**src/rtl/air_quality_pkg.sv**
```systemverilog
// Shared types and constants for the air-quality input filter.
// Holds the FSM state encoding and the output-width defaults.
package air_quality_pkg;

    typedef enum logic [1:0] {
        WARMUP,
        RUN,
        FAULT
    } aq_state_e;

    localparam int AQ_W            = 8;
    localparam int SPIKE_LIMIT_DEF = 40;

endpackage

```
**src/rtl/aq_sample_buffer.sv**
```systemverilog
// Circular sample store for the moving-average window.
// Exposes the entry about to be overwritten as the oldest sample.
module aq_sample_buffer #(
    parameter int DATA_W = 10,
    parameter int ADDR_W = 3
) (
    input  logic              clk,
    input  logic              rst,
    input  logic              clr,
    input  logic              we,
    input  logic [DATA_W-1:0] wdata,
    output logic [DATA_W-1:0] oldest
);

    localparam int DEPTH = 1 << ADDR_W;

    logic [DATA_W-1:0] mem [DEPTH];
    logic [ADDR_W-1:0] wptr;

    // A clear may carry a write: that sample lands in slot 0.
    always_ff @(posedge clk or negedge rst) begin
        if (!rst) begin
            for (int i = 0; i < DEPTH; i++) begin
                mem[i] <= '0;
            end
            wptr <= '0;
        end else if (clr) begin
            for (int i = 0; i < DEPTH; i++) begin
                mem[i] <= (we && i == 0) ? wdata : '0;
            end
            wptr <= we ? ADDR_W'(1) : '0;
        end else if (we) begin
            mem[wptr] <= wdata;
            wptr      <= wptr + 1'b1;
        end
    end

    assign oldest = mem[wptr];

endmodule

```
**src/rtl/air_quality_filter.sv**
```systemverilog
// Moving-average front end for the air-quality monitor, with watchdog.
// Optional spike rejection is built when AQ_FILTER_SPIKE_REJECT_EN is defined.
module air_quality_filter
    import air_quality_pkg::*;
#(
    parameter int SAMPLE_W       = 10,
    parameter int AVG_LOG2       = 3,
    parameter int TIMEOUT_CYCLES = 1000000,
    parameter int SPIKE_LIMIT    = SPIKE_LIMIT_DEF
) (
    input  logic                clk,
    input  logic                rst,
    input  logic [SAMPLE_W-1:0] raw_sample,
    input  logic                raw_valid,
    output logic                raw_ready,
    output logic [AQ_W-1:0]     air_quality,
    output logic                aq_valid,
    output logic                sensor_fault
);

    localparam int DEPTH = 1 << AVG_LOG2;
    localparam int SUM_W = SAMPLE_W + AVG_LOG2;
    localparam int WD_W  = $clog2(TIMEOUT_CYCLES + 1);

    aq_state_e state, state_nxt;

    logic [SUM_W-1:0]    sum, sum_nxt, sum_upd;
    logic [AVG_LOG2-1:0] fill, fill_nxt;
    logic [WD_W-1:0]     wd, wd_nxt, wd_inc;
    logic [AQ_W-1:0]     aq_nxt;
    logic                aqv_nxt;
    logic                fault_nxt;
    logic                buf_we;
    logic                buf_clr;
    logic [SAMPLE_W-1:0] oldest;
    logic                accept;
    logic                take;

    assign accept  = raw_valid & raw_ready;
    assign sum_upd = sum + SUM_W'(raw_sample) - SUM_W'(oldest);
    assign wd_inc  = wd + 1'b1;

    aq_sample_buffer #(
        .DATA_W (SAMPLE_W),
        .ADDR_W (AVG_LOG2)
    ) u_buf (
        .clk    (clk),
        .rst    (rst),
        .clr    (buf_clr),
        .we     (buf_we),
        .wdata  (raw_sample),
        .oldest (oldest)
    );

`ifdef AQ_FILTER_SPIKE_REJECT_EN
    logic [1:0]      rej_cnt;
    logic [AQ_W-1:0] s8;
    logic [AQ_W-1:0] diff;
    logic            spike;

    assign s8    = raw_sample[SAMPLE_W-1 -: AQ_W];
    assign diff  = (s8 > air_quality) ? s8 - air_quality
                                      : air_quality - s8;
    assign spike = int'(diff) > SPIKE_LIMIT;
    // After three straight rejections the next sample is forced in.
    assign take  = !spike || (rej_cnt == 2'd3);

    always_ff @(posedge clk or negedge rst) begin
        if (!rst) begin
            rej_cnt <= '0;
        end else if (accept) begin
            if (state == RUN && !take) begin
                rej_cnt <= rej_cnt + 1'b1;
            end else begin
                rej_cnt <= '0;
            end
        end
    end
`else
    logic unused_spike_cfg;

    assign unused_spike_cfg = ^SPIKE_LIMIT;
    assign take             = 1'b1;
`endif

    always_ff @(posedge clk or negedge rst) begin
        if (!rst) begin
            state <= WARMUP;
        end else begin
            state <= state_nxt;
        end
    end

    always_comb begin
        state_nxt = state;
        sum_nxt   = sum;
        fill_nxt  = fill;
        wd_nxt    = wd;
        aq_nxt    = air_quality;
        aqv_nxt   = 1'b0;
        fault_nxt = sensor_fault;
        buf_we    = 1'b0;
        buf_clr   = 1'b0;
        unique case (state)
            WARMUP: begin
                if (accept) begin
                    wd_nxt   = '0;
                    buf_we   = 1'b1;
                    sum_nxt  = sum_upd;
                    fill_nxt = fill + 1'b1;
                    if (fill == AVG_LOG2'(DEPTH - 1)) begin
                        state_nxt = RUN;
                        aq_nxt    = sum_upd[SUM_W-1 -: AQ_W];
                        aqv_nxt   = 1'b1;
                    end
                end else begin
                    wd_nxt = wd_inc;
                    if (wd_inc == WD_W'(TIMEOUT_CYCLES)) begin
                        state_nxt = FAULT;
                        fault_nxt = 1'b1;
                    end
                end
            end
            RUN: begin
                if (accept) begin
                    wd_nxt = '0;
                    if (take) begin
                        buf_we  = 1'b1;
                        sum_nxt = sum_upd;
                        aq_nxt  = sum_upd[SUM_W-1 -: AQ_W];
                        aqv_nxt = 1'b1;
                    end
                end else begin
                    wd_nxt = wd_inc;
                    if (wd_inc == WD_W'(TIMEOUT_CYCLES)) begin
                        state_nxt = FAULT;
                        fault_nxt = 1'b1;
                    end
                end
            end
            FAULT: begin
                // Recovery sample becomes fill sample 1 of a fresh window.
                if (accept) begin
                    state_nxt = WARMUP;
                    fault_nxt = 1'b0;
                    wd_nxt    = '0;
                    buf_clr   = 1'b1;
                    buf_we    = 1'b1;
                    sum_nxt   = SUM_W'(raw_sample);
                    fill_nxt  = AVG_LOG2'(1);
                end
            end
            default: begin
                state_nxt = WARMUP;
            end
        endcase
    end

    always_ff @(posedge clk or negedge rst) begin
        if (!rst) begin
            sum          <= '0;
            fill         <= '0;
            wd           <= '0;
            air_quality  <= '0;
            aq_valid     <= 1'b0;
            sensor_fault <= 1'b0;
            raw_ready    <= 1'b0;
        end else begin
            sum          <= sum_nxt;
            fill         <= fill_nxt;
            wd           <= wd_nxt;
            air_quality  <= aq_nxt;
            aq_valid     <= aqv_nxt;
            sensor_fault <= fault_nxt;
            raw_ready    <= 1'b1;
        end
    end

endmodule
```
**config.mk**
```make
export PLATFORM = sky130hd
export DESIGN_NAME = air_quality_filter
export DESIGN_NICKNAME = d
export VERILOG_FILES = /design/src/rtl/air_quality_pkg.sv /design/src/rtl/aq_sample_buffer.sv /design/src/rtl/air_quality_filter.sv
export SDC_FILE = /design/constraint.sdc
export NUM_CORES = 1
export LEC_CHECK = 0
export CORE_MARGIN = 10
export CORE_UTILIZATION = 25
export CTS_BUF_LIST = sky130_fd_sc_hd__clkbuf_2 sky130_fd_sc_hd__clkbuf_4 sky130_fd_sc_hd__clkbuf_8
export CTS_CLUSTER_DIAMETER = 30
export CTS_CLUSTER_SIZE = 14
export DETAILED_ROUTE_END_ITERATION = 12
export PLACE_DENSITY = 0.41
export SYNTH_ARGS = -nofsm -noshare
export SYNTH_HDL_FRONTEND = slang
export SYNTH_SLANG_ARGS = --single-unit
```
**constraint.sdc**
```tcl
create_clock -name clk -period 5.1 [get_ports clk]
set_input_delay 1.53 -clock clk [delete_from_list [all_inputs] [get_ports clk]]
set_output_delay 1.53 -clock clk [all_outputs]
set_load 0.01 [all_outputs]
```
==> reports/metrics.cfg <==
[layout]
fin_util_pct = 29.4
multi_input_area_um2 = 3610
area_delta_synth_final_pct = 15.4
regArea_um2 = 3300
stdcell_area_um2 = 8480
final_nets = 813
drive_gt1_share_pct = 12.7
num-fill-cells = 3069
diodes = 0

[synthesis]
synth_enable_flop_cells = 0
synth_area_um2 = 7350
synth_ff_type = dfrtp_1
yosysWarnings = 0
synth-seq-cells = 132
ys_types = 72
ys_async_sr_fraction_pct = 100
syn_nets = 788
yosysSeqAreaShare_pct = 44.9
syn_avg_cell_area_um2 = 9.83
synthCells = 748

[setup_path]
r2r_setup_slack_ns = 0.70
critPathKind = reg -> reg
startpoint_type = register
r2r-end = sum[12]
path_max_fanout = 15
end_kind = register
crit_required_ns = 5.43
critPathLaunch = u_buf.wptr[0]
critPathArrivalTime_ns = 4.73
rr_worst_depth = 10
r2r_start = u_buf.wptr[0]

[pwr]
sequentialPowerShare_pct = 30.1
power_mw = 5.74
total_leakage_power_nw = 3.75
comb_power_share_pct = 52.8
switching_share_pct = 41.5
peakVddDrop_uv = 296
clkPwrFrac_pct = 17.1
net-switching-power_mw = 2.38
powerDensity_nw_per_um2 = 676
internal-power_mw = 3.36

[timing]
drv_slew = 0
fin_ws_ns = 0.695
period_share_pct = 86.4
hold_viol = 0
worstMarginPinSlew_ns = 0.991
min_period_ns = 4.40
skew_ns = 0.0191
max_freq_mhz = 227
setup_viol = 0
maxSlewHeadroom_pct = 33.7
tns_ns = 0
grt_setup_unrepaired = false

[global_routing]
grt_pass1_wl_mm = 36.3
grt_pass1_vias = 5954
grt_start_max_net_pins = 95
grt_use_total_pct = 12.9
antenna_found_initial = 1
gr-total-overflow = 0

[route]
routed_via_density = 4.91
wl_per_cell_um = 19.6
routed_wl_mm = 23.0
dr_total_vias = 5748
drtIter0Drc = 442
postRouteAntennaNets = 0
drc_errors = 0
drt_pass1_iterations = 5

[placement]
place_congestion = 0.789
io_buffer_count = 23
dp_hpwl_mm = 15.7
dp_slack_ns = 0.615
dpl_cell_area_um2 = 8050

[cts]
cts_tree = yes
cts_resized = 0
numCtsBuffers = 17
clk_pin_slew_ns = 0.08
clock_latency_ns = 0.46
cts.sinks = 132
cts_buffer_depth = 2
post_cts_buffers = 0
hold_buffers = 0
cts.htree.levels = 4
root_buffer = clkbuf_8

[floorplanning]
die_x_um = 191
initial_core_util_pct = 25.5
num_io_pins = 24
die_area_um2 = 36700
fp-row-count = 62
core_area_um2 = 28900
dieHeight_um = 191

[worst_hold_path]
worstHoldEndpoint = u_buf.mem[76]
min_path_type = reg -> reg
whs_path_depth = 2
min-delay-start = u_buf.mem[76]

[outcome]
status = completed

[flow_run]
maxCapViolCount = 0

==> power groups by stage <==
stage | Combinational, mW | Clock, mW | Sequential (mW)
3_5_place_dp | 3.04 | 0 | 1.73
4_1_cts | 3.05 | 1.01 | 1.72
3_3_place_gp | 3.04 | 0 | 1.74
5_1_grt | 3.42 | 1.05 | 1.78
6_report | 3.03 | 0.982 | 1.72
2_1_floorplan | 2.29 | 0 | 1.65
==> logic make-up after synthesis <==
kind of cell	share of synthesized area, %
flip-flops	44.9
AND/OR/NAND/NOR	14.6
other	0.0510
XOR/XNOR	1.86
AO/OA/AOI/OAI	20.9
buffers and inverters	6.01
multiplexers	6.08
adder cells (fa/ha/maj)	5.62
==> cell usage after synthesis, drive strengths merged, types with 4 or more instances <==
library cell | count | share of area [%]
dfrtp | 132 | 45
nand2b | 6 | 0.51
nor2b | 6 | 0.51
mux2 | 13 | 2.0
o21a | 7 | 0.71
a21o | 7 | 0.71
xor2 | 5 | 0.60
o21ai | 54 | 3.7
o221ai | 4 | 0.48
a31oi | 8 | 0.68
xnor2 | 8 | 0.95
a21oi | 45 | 3.1
nand4 | 15 | 1.7
inv | 45 | 2.3
a22oi | 9 | 0.92
nor3 | 11 | 0.89
nand2 | 63 | 3.2
clkbuf | 35 | 2.6
and2 | 8 | 0.71
ha | 17 | 2.9
and3 | 7 | 0.60
a221o | 4 | 0.54
fa | 10 | 2.7
o22ai | 10 | 0.94
buf | 14 | 1.0
a22o | 47 | 5.6
nand3 | 22 | 1.5
mux2i | 21 | 2.9
a211oi | 4 | 0.41
mux4 | 4 | 1.2
a221oi | 5 | 0.60
nor2 | 66 | 3.5
==> critical path, cell delays in order, from the launching register on <==
cell	delay, ns
dfrtp_1	0.85
clkinv_1	0.35
nor3_1	0.69
a221oi_1	0.28
fa_1	0.51
ha_1	0.28
or4_1	0.55
o22ai_2	0.18
o21a_1	0.25
mux2i_1	0.20
o221ai_1	0.12
==> state kept, by name, summed over array words and instances (netlist names), 2 cells and up <==
signal / cells
state: 2
sum: 13
u_buf.wptr: 3
fill: 3
u_buf.mem: 80
wd: 20
air_quality: 8
==> stage by stage <==
step           hold slack (ns)  instances
6_report                 0.484       1170
3_5_place_dp             0.468       1138
3_3_place_gp             0.463       1138
5_1_grt                  0.510       1170
4_1_cts                  0.487       1170
2_1_floorplan            0.443        748
==> routing by layer <==
layer / up-vias / GRT usage (%) / share of wire (%)
li1: 2746 / - / -
met1: 2892 / 17.1 / 48
met2: 95 / 20.7 / 47
met3: 13 / 2.86 / 3.5
met4: 2 / 3.28 / 0.86
met5: - / 0 / 0.057
==> how the worst max path moves through the flow <==
| stage | to | slack (ns) | cells past startpoint |
|---|---|---|---|
| after floorplan | air_quality[1] | 1.09 | 10 |
| after global placement | sum[12] | 0.64 | 11 |
| after detailed placement | sum[12] | 0.62 | 11 |
| after CTS | sum[12] | 0.73 | 10 |
| after global routing | air_quality[7] | 0.45 | 10 |
| final | sum[12] | 0.70 | 10 |
==> cell type report <==
| cell class | count | area share [%] |
|---|---|---|
| multi-input combinational | 521 | 42.6 |
| sequential | 132 | 38.9 |
| timing repair buffer | 55 | 5.71 |
| tap | 384 | 5.67 |
| clock buffer | 17 | 2.76 |
| clock inverter | 15 | 2.29 |
| inverter | 46 | 2.04 |
==> placed cells by master (no fill, tap or decap), types with 5 or more instances in the layout <==
cell and instances:
dfrtp_1 132, nor2_1 64, nand2_1 63, o21ai_0 49, a22o_1 47, inv_1 45
a21oi_1 44, buf_4 31, nand3_1 22, clkdlybuf4s50_1 22, mux2i_1 21, ha_1 17
clkbuf_8 17, mux2_2 13, nand4_1 12, fa_1 10, a22oi_1 9, nor3_1 9
o22ai_1 9, a31oi_1 8, xnor2_1 8, and3_1 7, a21o_1 7, o21a_1 7
nor2b_1 6, nand2b_1 6, and2_1 5, a221oi_1 5, xor2_1 5, inv_6 5
(Power assumes the default switching activity.)
==> patch: new RTL, config.mk and constraints unchanged <==
The parameter `AVG_LOG2` goes from 3 to 2.
--- a/src/rtl/air_quality_filter.sv
+++ b/src/rtl/air_quality_filter.sv
@@ -5,5 +5,5 @@
 #(
     parameter int SAMPLE_W       = 10,
-    parameter int AVG_LOG2       = 3,
+    parameter int AVG_LOG2       = 2,
     parameter int TIMEOUT_CYCLES = 1000000,
     parameter int SPIKE_LIMIT    = SPIKE_LIMIT_DEF
Formal check against the unedited RTL: not equivalent (Yosys sat finds a counterexample within 10 cycles, from zero or initial values and one cycle with rst low).
==> patch against the unedited design <==
  * Sequential power decreased by 37%
  * Wire length fell by 35%
  * Sequential share of layout area down 3.1 points
  * Highest routed layer is now met4
  * Total power shrank 37%
  * Register-to-register slack improved by 430 ps
  * Worst setup slack gained 96 ps
  * Synthesized cell count down 21%
  * Hold slack barely moved
  * Die area fell by 23%
  * Sequential cell count down 43
  * Design area down 27%
  * Maximum frequency grew 2.2%
  * Area after synthesis shrank 25%
==> patch: results <==
export IMPL_wl_met3_um=432
export IMPL_whs_ps=484
export IMPL_dp_cells=871
export IMPL_met1_usage_pct=16.0
export IMPL_fin_nets=643
export IMPL_buf_share_pct=4.76
export IMPL_seq_area_frac_synth_pct=40.5
export IMPL_n_fill_cell=2321
export IMPL_switchingPower_mw=1.54
export IMPL_hold_end="air_quality[3]"
export IMPL_htree_levels=3
export IMPL_cp_max_fo=3
export IMPL_largestRegisters="u_buf.mem x40, wd x20, sum x12"
export IMPL_grtUsageMet2_pct=15.2
export IMPL_vias=4383
export IMPL_route_met2_wl_um=6210
export IMPL_globalplace_congestion=0.803
export IMPL_dp_hpwl_um=10300
export IMPL_via_per_inst=4.94
export IMPL_syn2layout_area_growth_pct=12.9
export IMPL_pre_cts_ws_ps=404
export IMPL_synth_fp_nets=632
export IMPL_ys_types=56
export IMPL_n_clock_buffer=11
export IMPL_tightest_slew_ps=1110
export IMPL_finalCriticalPeriod_ps=4310
export IMPL_startpoint="raw_sample[1]"
export IMPL_grt_pass1_vias=4308
export IMPL_clk_share_pct=3.43
export IMPL_antenna_found_initial=0
export IMPL_nNonClkInverters=48
export IMPL_holdCritStartpoint="air_quality[3]"
export IMPL_crit_path_end="sum[9]"
export IMPL_avgSynthCellArea_sq_um=9.30
export IMPL_grt_usage_pct=10.7
export IMPL_path_delay_family="compound AO/OA/AOI/OAI gates"
export IMPL_top_layer="met4"
export IMPL_ys_top_cells_by_count="dfrtp_1 (89), o21ai_0 (76), nand2_1 (72)"
export IMPL_path_clk_slew_ps=100
export IMPL_reg2reg_setup_slack_ps=1130
export IMPL_peakVddDrop_mv=0.247
export IMPL_num_rows=54
export IMPL_grt_pass1_wl_um=24600
export IMPL_status="completed"
export IMPL_crit_slowest_cell="fa_1"
export IMPL_nMultiInputCombCells=422
export IMPL_sequentialPower_mw=1.09
export IMPL_multi_input_area_share_pct=47.4
export IMPL_wl_per_cell_um=16.8
export IMPL_leakage_nw=2.64
export IMPL_dpl_instance_area_sq_um=5990
export IMPL_critical_path_arrival_ps=4560
export IMPL_grt_max_degree=72
export IMPL_numSequentialCells=89
export IMPL_area_share_sequential_pct=35.9
export IMPL_fin_skew_ps=22.8
export IMPL_clkLatencyLatePin_ps=390
export IMPL_cts_made_buffers=9
export IMPL_synth_area_leaders="dfrtp_1 (41%), o21ai_0 (6.9%), nand2_1 (4.9%), ha_1 (4.1%), mux4_2 (4.1%)"
export IMPL_initialDrtViolationCount=356
patch: changes by cell type after synthesis, moves of 7 or more:
cell | unedited run | this run
a22o_1 | 47 | 3
o31ai_1 | 3 | 10
nand2_1 | 63 | 72
dfrtp_1 | 132 | 89
a21oi_1 | 45 | 30
nor2_1 | 65 | 25
nor2b_1 | 6 | 22
nand3_1 | 22 | 11
o21ai_0 | 49 | 76
patch: worst reg2reg max path, stage by stage (launching register included):
cell and delay (ps):
dfrtp_1 810, mux4_2 630, fa_1 550, inv_1 60
ha_1 310, a211oi_1 340, o21ai_0 230, a31oi_1 280
o21ai_0 150, xor2_1 170, a221o_1 330
patch: cells by family after synthesis:
kind of cell,after synthesis,synth area share [%]
simple gates,178,16.2
compound gates,161,17.4
flops,89,40.5
buf+inv,80,6.03
mux,39,9.67
fa+ha+maj,28,7.74
xor+xnor,15,2.39
other cells,1,0.0682
